==> config.mk <==
export PLATFORM = sky130hd
export DESIGN_NAME = vram_arbiter
export DESIGN_NICKNAME = d
export VERILOG_FILES = /design/src/rtl/vram_arbiter.sv
export SDC_FILE = /design/constraint.sdc
export NUM_CORES = 1
export LEC_CHECK = 0
export BUFFER_PORTS_ARGS = -buffer_cell sky130_fd_sc_hd__buf_2
export CORE_MARGIN = 4
export CORE_UTILIZATION = 39
export DETAILED_ROUTE_END_ITERATION = 10
export PLACE_DENSITY = 0.77
export SETUP_SLACK_MARGIN = 0.5
export SYNTH_ARGS = -nofsm -noshare
export SYNTH_HDL_FRONTEND = slang
export SYNTH_SLANG_ARGS = --single-unit
==> constraint.sdc <==
create_clock -name vga_clk -period 3.3 [get_ports vga_clk]
set_clock_uncertainty 0.15 [all_clocks]
set_input_delay 0.495 -clock vga_clk [delete_from_list [all_inputs] [get_ports vga_clk]]
set_output_delay 0.495 -clock vga_clk [all_outputs]
set_load 0.1 [all_outputs]
==> src/rtl/vram_arbiter.sv <==
// vram_arbiter
//
// Single-port video-RAM scheduler. Scanout from the VGA timing generator
// always owns the RAM port while rdn is low. During blanking the port is
// shared round-robin between a game-logic writer and a game-logic reader.
// A one-cycle frame_tick marks the start of vertical blanking.
//
// Build option:
//   VRAM_HBLANK_WR_EN  defined   -> game access in every blanking cycle (rdn=1)
//                      undefined -> game access in vertical blanking only
//
// Ports:
//   vga_clk, rst        pixel clock, synchronous active-high reset
//   rdn                 scanout strobe (active low)
//   row_addr, col_addr  pixel being scanned out
//   px, px_valid        registered pixel, two cycles after the scan cycle
//   frame_tick          one-cycle pulse at start of vertical blanking
//   wr_req/addr/data    game writer; wr_gnt = write performed this cycle
//   rd_req/addr         game reader; rd_gnt = read issued this cycle
//   rd_data, rd_valid   read result, two cycles after rd_gnt
//   ram_addr/we/wdata   RAM command port
//   ram_rdata           RAM read data (one-cycle synchronous read)

module vram_arbiter #(
    parameter int WORDS_PER_ROW = 20,
    parameter int ROWS          = 480,
    parameter int AW            = 14
) (
    input  logic          vga_clk,
    input  logic          rst,
    input  logic          rdn,
    input  logic [8:0]    row_addr,
    input  logic [9:0]    col_addr,
    output logic          px,
    output logic          px_valid,
    output logic          frame_tick,
    input  logic          wr_req,
    input  logic [AW-1:0] wr_addr,
    input  logic [31:0]   wr_data,
    output logic          wr_gnt,
    input  logic          rd_req,
    input  logic [AW-1:0] rd_addr,
    output logic          rd_gnt,
    output logic [31:0]   rd_data,
    output logic          rd_valid,
    output logic [AW-1:0] ram_addr,
    output logic          ram_we,
    output logic [31:0]   ram_wdata,
    input  logic [31:0]   ram_rdata
);

    localparam logic       WR_SIDE  = 1'b0;
    localparam logic       RD_SIDE  = 1'b1;
    localparam logic [8:0] LAST_ROW = 9'(ROWS - 1);

    logic          rdn_d;
    logic [8:0]    row_q;
    logic          in_vblank;
    logic          last;
    logic          scan_d;
    logic [4:0]    col_d;
    logic          rd_pend;
    logic [AW-1:0] scan_addr;
    logic          vb_set;
    logic          win;
    logic          pick_wr;

    // 32 pixels per word, so the word column is col_addr[9:5].
    generate
        if (WORDS_PER_ROW == 20) begin : g_scan_shift
            logic [13:0] scan_sum;
            // row*20 as (row<<4)+(row<<2); max 479*20+19 = 9599 fits 14 bits
            assign scan_sum = {1'b0, row_addr, 4'b0000}
                            + {3'b000, row_addr, 2'b00}
                            + {9'b0, col_addr[9:5]};
            assign scan_addr = AW'(scan_sum);
        end else begin : g_scan_mul
            assign scan_addr = AW'(32'(row_addr) * WORDS_PER_ROW + 32'(col_addr[9:5]));
        end
    endgenerate

    // Rising rdn after the last active row opens vertical blanking. The
    // window is already open on that very cycle, ahead of in_vblank.
    assign vb_set = rdn & ~rdn_d & (row_q == LAST_ROW);

`ifdef VRAM_HBLANK_WR_EN
    assign win = rdn & ~rst;
`else
    assign win = rdn & ~rst & (in_vblank | vb_set);
`endif

    // Writer wins when alone, or on a tie when the reader went last.
    assign pick_wr = wr_req & (~rd_req | (last == RD_SIDE));
    assign wr_gnt  = win & pick_wr;
    assign rd_gnt  = win & rd_req & ~pick_wr;

    always_comb begin
        ram_addr  = '0;
        ram_we    = 1'b0;
        ram_wdata = '0;
        if (!rdn) begin
            ram_addr = scan_addr;
        end else if (wr_gnt) begin
            ram_addr  = wr_addr;
            ram_we    = 1'b1;
            ram_wdata = wr_data;
        end else if (rd_gnt) begin
            ram_addr = rd_addr;
        end
    end

    always_ff @(posedge vga_clk) begin
        if (rst) begin
            rdn_d      <= 1'b1;
            row_q      <= '0;
            in_vblank  <= 1'b1;
            frame_tick <= 1'b0;
            last       <= RD_SIDE;
            scan_d     <= 1'b0;
            col_d      <= '0;
            px         <= 1'b0;
            px_valid   <= 1'b0;
            rd_pend    <= 1'b0;
            rd_valid   <= 1'b0;
            rd_data    <= '0;
        end else begin
            rdn_d <= rdn;
            if (!rdn) begin
                row_q <= row_addr;
            end

            if (vb_set) begin
                in_vblank <= 1'b1;
            end else if (!rdn && rdn_d) begin
                in_vblank <= 1'b0;
            end
            frame_tick <= vb_set;

            if (wr_gnt) begin
                last <= WR_SIDE;
            end else if (rd_gnt) begin
                last <= RD_SIDE;
            end

            // Pixel pipeline: address in cycle t, data back in t+1, px at t+2.
            scan_d   <= ~rdn;
            col_d    <= col_addr[4:0];
            px_valid <= scan_d;
            if (scan_d) begin
                px <= ram_rdata[col_d];
            end

            // Game read pipeline with the same two-cycle shape.
            rd_pend  <= rd_gnt;
            rd_valid <= rd_pend;
            if (rd_pend) begin
                rd_data <= ram_rdata;
            end
        end
    end

endmodule

# Word-level counts from Yosys, hierarchy flattened
# Index checks and enable logic that the tools add are counted.
# Widths: inputs -> output; s select.
# word_totals
regBits	55
input_bits	116
output_inout_bits	85
word_cells	46
# classes
n_addsub	2
order_cmp	1
n_eq_ne	1
muxes	11
n_bitwise	15
reduce_logical	4
# ops
op	n
$mux 32	2
$mux 14	3
$add 13x11->14	1
$add 14x5->14	1
$eq 9x9->1 const B	1
$and 1x1->1	8
$lt 5x6->1 const B	1
$bmux 1 s5	1
$mux 1	5
$not 1->1	5
$or 1x1->1	2
$reduce_bool 2->1	1
$reduce_or 2->1	1
$logic_and 1x1->1	1
$logic_not 1->1	1

# Logic depth before layout (Yosys ltp)
# depth
ltp_word	10
depth_mapped	9

# Worst setup path before layout
# No wires, ideal clock.
# synth_path
path_type	input to output
startpoint	in row_addr[0]
endpoint	out ram_addr[11]
t_arrival_ps	4789
t_required_ps	2655
setup_slack_ps	-2134
path_stages	9
cell_sequence	inv_1 fa_1 inv_1 fa_1 a21o_1 a211o_1 a2111oi_2 nor4_1 o31ai_1
# synth_between
elab_chain_len	3
# synth_lines
item	line	text
from (decl)	32	input logic [8:0] row_addr,
$add 13x11->14	74	+ {3'b000, row_addr, 2'b00}
$add 14x5->14	75	+ {9'b0, col_addr[9:5]};
$mux 14	101	if (!rdn) begin
to (decl)	46	output logic [AW-1:0] ram_addr,
# Every way passes these cells.

# Worst setup path in the final report
# layout_path
startpoint	in col_addr[9]
endpoint	out ram_addr[11]
# layout_between
elab_chain_len	2
# layout_lines
item	line	text
from (decl)	33	input logic [9:0] col_addr,
$add 14x5->14	75	
$mux 14	101	
# Every way passes these cells.

==> results.txt <==
- Status: finished, violations left
* Violations in the final reports: negative setup slack
- The wire-length estimate of the detail-placed layout is a little under 9000 um.
* TritonCTS clock tree: yes
- Data required, critical path: 2.65 ns
- Max-cap violations in this run came to 0.
- Using the TritonRoute via totals, the vias-per-cell ratio works out to 5.12.
- Via Count: 3,308
- Highest-count cells in the layout ignoring fill and taps: 149 x buf_2, 53 x dfxtp_1, 47 x buf_12
- Dividing the detail-routed wire length by the instance count gives ~17 um.
- Hold_buf cts: 0
* Yosys synthesis warning count: 0
* Count of final setup violators: 7
* Remaining design rule violation count: 0
- Leaving out fill and tap cells, the most frequent cell in the layout is buf_2.
- Data on the critical path arrives at its endpoint at around 3 ns.
* Total number of nets in the final design: 677
* Floorplan die width: 98.0 um
- Dividing the final minimum period by the clock period gives 113%.
- Crit-path cells: buf_8 -> inv_8 -> fa_1 -> inv_2 -> fa_2 -> a21o_1 -> a211o_1 -> a2111oi_4 -> buf_4 -> nor4_2 -> o31ai_4 -> buf_12
- Endpoints failing hold: 0
- Summed over all failing endpoints, the final setup total negative slack is -1.49 ns.
- The number of slew-limit violations in the final report was 0.
- Worst-skew pair later-pin latency: 0.29 ns
- Counting every instance in the synthesized netlist gives 330.
- Clock root buffer: clkbuf_8
- H-tree levels: 2
- Net switching is 40.3% of the power.
* Top_reg_cell synth: dfxtp_1
- Summed over all cells, the static leakage comes to 2.56 nW.
- Sequential cells account for around a third of the total power.
- After clock tree synthesis, the clock-pin slew on the worst setup and hold paths is 0.10 ns.
- After synthesis the cells add up to 3160 um^2.
- Comb pwr share: 47.9%
- The floorplan step defined a core boundary enclosing 7810 um^2.
* Slowest stage delay, CP: 0.55 ns
- In this run the vertical extent of the chip is 98.0 um.
* Global-route usage over all layers: 21.9%
- In this run the power spent charging and discharging nets is 0.000845 W.
* Worst min path class: in2reg
- The setup path with the least slack is of type in2out.
* Largest fanout on the critical path: 2
* Total gr overflow: 0
- For this design, the slowest cell found on the critical path is fa_1.
* Overall power: between 0.002 and 0.0025 W
- Critical Path End Type: primary output
* Worst path bufs/invs: 5
- Die Footprint: 9610 um^2
- Mapped Nets: 465
- The synthesized design contains 55 register bits.
- At the pin with the least slew margin, the transition time is 0.992 ns.
- Cell family contributing the most delay on the critical path: compound AO/OA/AOI/OAI gates
- The via count of the first global-routing pass was 3,507.
* Clock share of power: 18.3%
- Port buffer count: 200
* CTS sink cnt: 55
* Setup repair after global routing missed its margin: yes
* Highest ir drop seen on vdd: 227 uV
* Headroom to the max-slew limit: 33.9%
- For this block, the routed nets add up to 11,300 um of wire.
- After filler insertion, the fill cell instance count of the layout stands at 562.
- Sequential cell area: 1100 um^2
* Initial drt markers: 149
- For this run, asynchronously set or reset flops after synthesis account for 0%.
- Average cell area after synthesis: roughly 9.6 um^2
- Counting flops with a built-in enable in the synthesized netlist gives 0.
- The multi-input combinational cells in the finished layout cover a total of between 2000 and 2500 um^2.
- After floorplanning, the core was divided into 32 placement rows.
- Static timing analysis puts the maximum clock frequency at roughly 0.27 GHz.
- 201 I/O pins were placed.
- Initial antenna violation count: 1
- Number of buffers created by CTS: 5
* Wire length of the first global-routing pass: 17,400 um
- Synth-to-layout area growth: 77.6%
* Internal power component: 0.00125 W
- Largest net degree at the start of global routing: between 50 and 60
- DRT antenna net count: 0
* Maximum count of clock buffers along a single path: 2
* Kind of launch point of the worst setup path: input port
* Number of optimization iterations in the first detailed-route pass: 4
- Once routing completed, OpenROAD measured the worst setup slack at -0.440 ns.
- Routability-driven placement finished with a final weighted congestion of between 0.8 and 0.9.
- For this design the ratio of total power to cell area is 374 nW/um^2.
- In the final layout, the share of cells above drive strength 1 is 58.6%.
* Effective utilization at floorplan: between 40% and 50%
- Clock period minus final worst setup slack: 3.74 ns
- Post-route core utilization: 71.9%
- The share of the Yosys chip area taken by registers is a little over a third.
- Yosys mapped the design onto 48 distinct sky130hd cell types.
==> worst reg2reg max path: stages, from the launching register on <==
cell	delay (ns)
dfxtp_1	0.68
mux4_2	0.59
mux2i_1	0.19
mux4_2	0.28
a211oi_1	0.06
==> repair_timing <==
action / in CTS / in global routing
setup endpoints to repair: 11 / 42
pin swaps: 13 / 11
gates resized for setup: 20 / 15
setup buffers: 2 / 4
==> path summary, 6_finish.rpt <==
path                     from            to  slack [ns]  cells after the start
hold / removal    col_addr[2]      col_d[2]        0.25                      2
hold reg to reg        scan_d            px        0.30                      1
setup / recovery  col_addr[9]  ram_addr[11]       -0.44                     12
setup reg to reg     col_d[0]            px        1.22                      4
==> Yosys cell counts (all sizes together) (3+ instances only) <==
library cell | instances | area share, %
dfxtp | 55 | 35
nor2 | 46 | 5.5
mux2i | 45 | 14
and2 | 32 | 6.3
clkbuf | 17 | 2.1
ha | 17 | 6.7
inv | 17 | 2.0
o21ai | 12 | 1.9
a22oi | 11 | 2.6
a21oi | 9 | 1.4
mux4 | 9 | 6.4
nor2b | 8 | 1.6
buf | 5 | 1.1
nand2 | 4 | 0.47
nand3 | 4 | 0.63
nor3 | 4 | 0.79
xor2 | 4 | 1.1
a2111oi | 3 | 1.6
==> cell type report <==
type                    count  share of cell area [%]
multi-input cells         236                    40.0
repair buffers            227                    34.9
flip-flops and latches     55                    19.7
well taps                 102                    2.27
clock buffers               6                    1.47
inverters                  17                    1.27
clock inverters             2                   0.290
diodes                      1                  0.0446
==> power groups by stage <==
stage               combinational, W  clock, W  sequential, W
floorplan                   0.000540         0       0.000779
global placement            0.000907         0       0.000723
detailed placement          0.000924         0       0.000725
CTS                         0.000970  0.000394       0.000709
global route                 0.00105  0.000423       0.000713
finish                       0.00100  0.000384       0.000710
==> flip-flops by register name, indices dropped and copies added, names as in the netlist <==
name / count
rd_data: 32
row_q: 9
col_d: 5
frame_tick: 1
in_vblank: 1
last: 1
px: 1
px_valid: 1
rd_pend: 1
rd_valid: 1
rdn_d: 1
scan_d: 1
==> per-layer routing <==
metal / track usage (%) / vias up / share of wire, %
met3: 3.36 / 28 / 5.6
met5: 0 / - / 0
met1: 24.4 / 1565 / 37
li1: - / 1586 / -
met2: 42.3 / 129 / 54
met4: 6.71 / 0 / 3.3
==> stage by stage <==
step / instance area [um^2] / std cells / setup slack, ns / hold WS (ns)
after floorplan: 3390 / 330 / -0.605 / 0.279
after global placement: 5290 / 631 / -0.470 / 0.296
after detailed placement: 5290 / 631 / -0.510 / 0.310
after CTS: 5520 / 641 / -0.465 / 0.249
after global routing: 5610 / 646 / -0.522 / 0.260
final: 5610 / 646 / -0.440 / 0.254
==> cell families after synthesis <==
group	share of synthesized area, %
AOI/OAI and AO/OA	13.0
xor gates and xnor gates	1.66
adders and majority gates	8.00
buffers and inverters	5.23
DFF	34.8
muxes	20.7
and+or+nand+nor	16.6
Power figures use the tool's default switching activity.
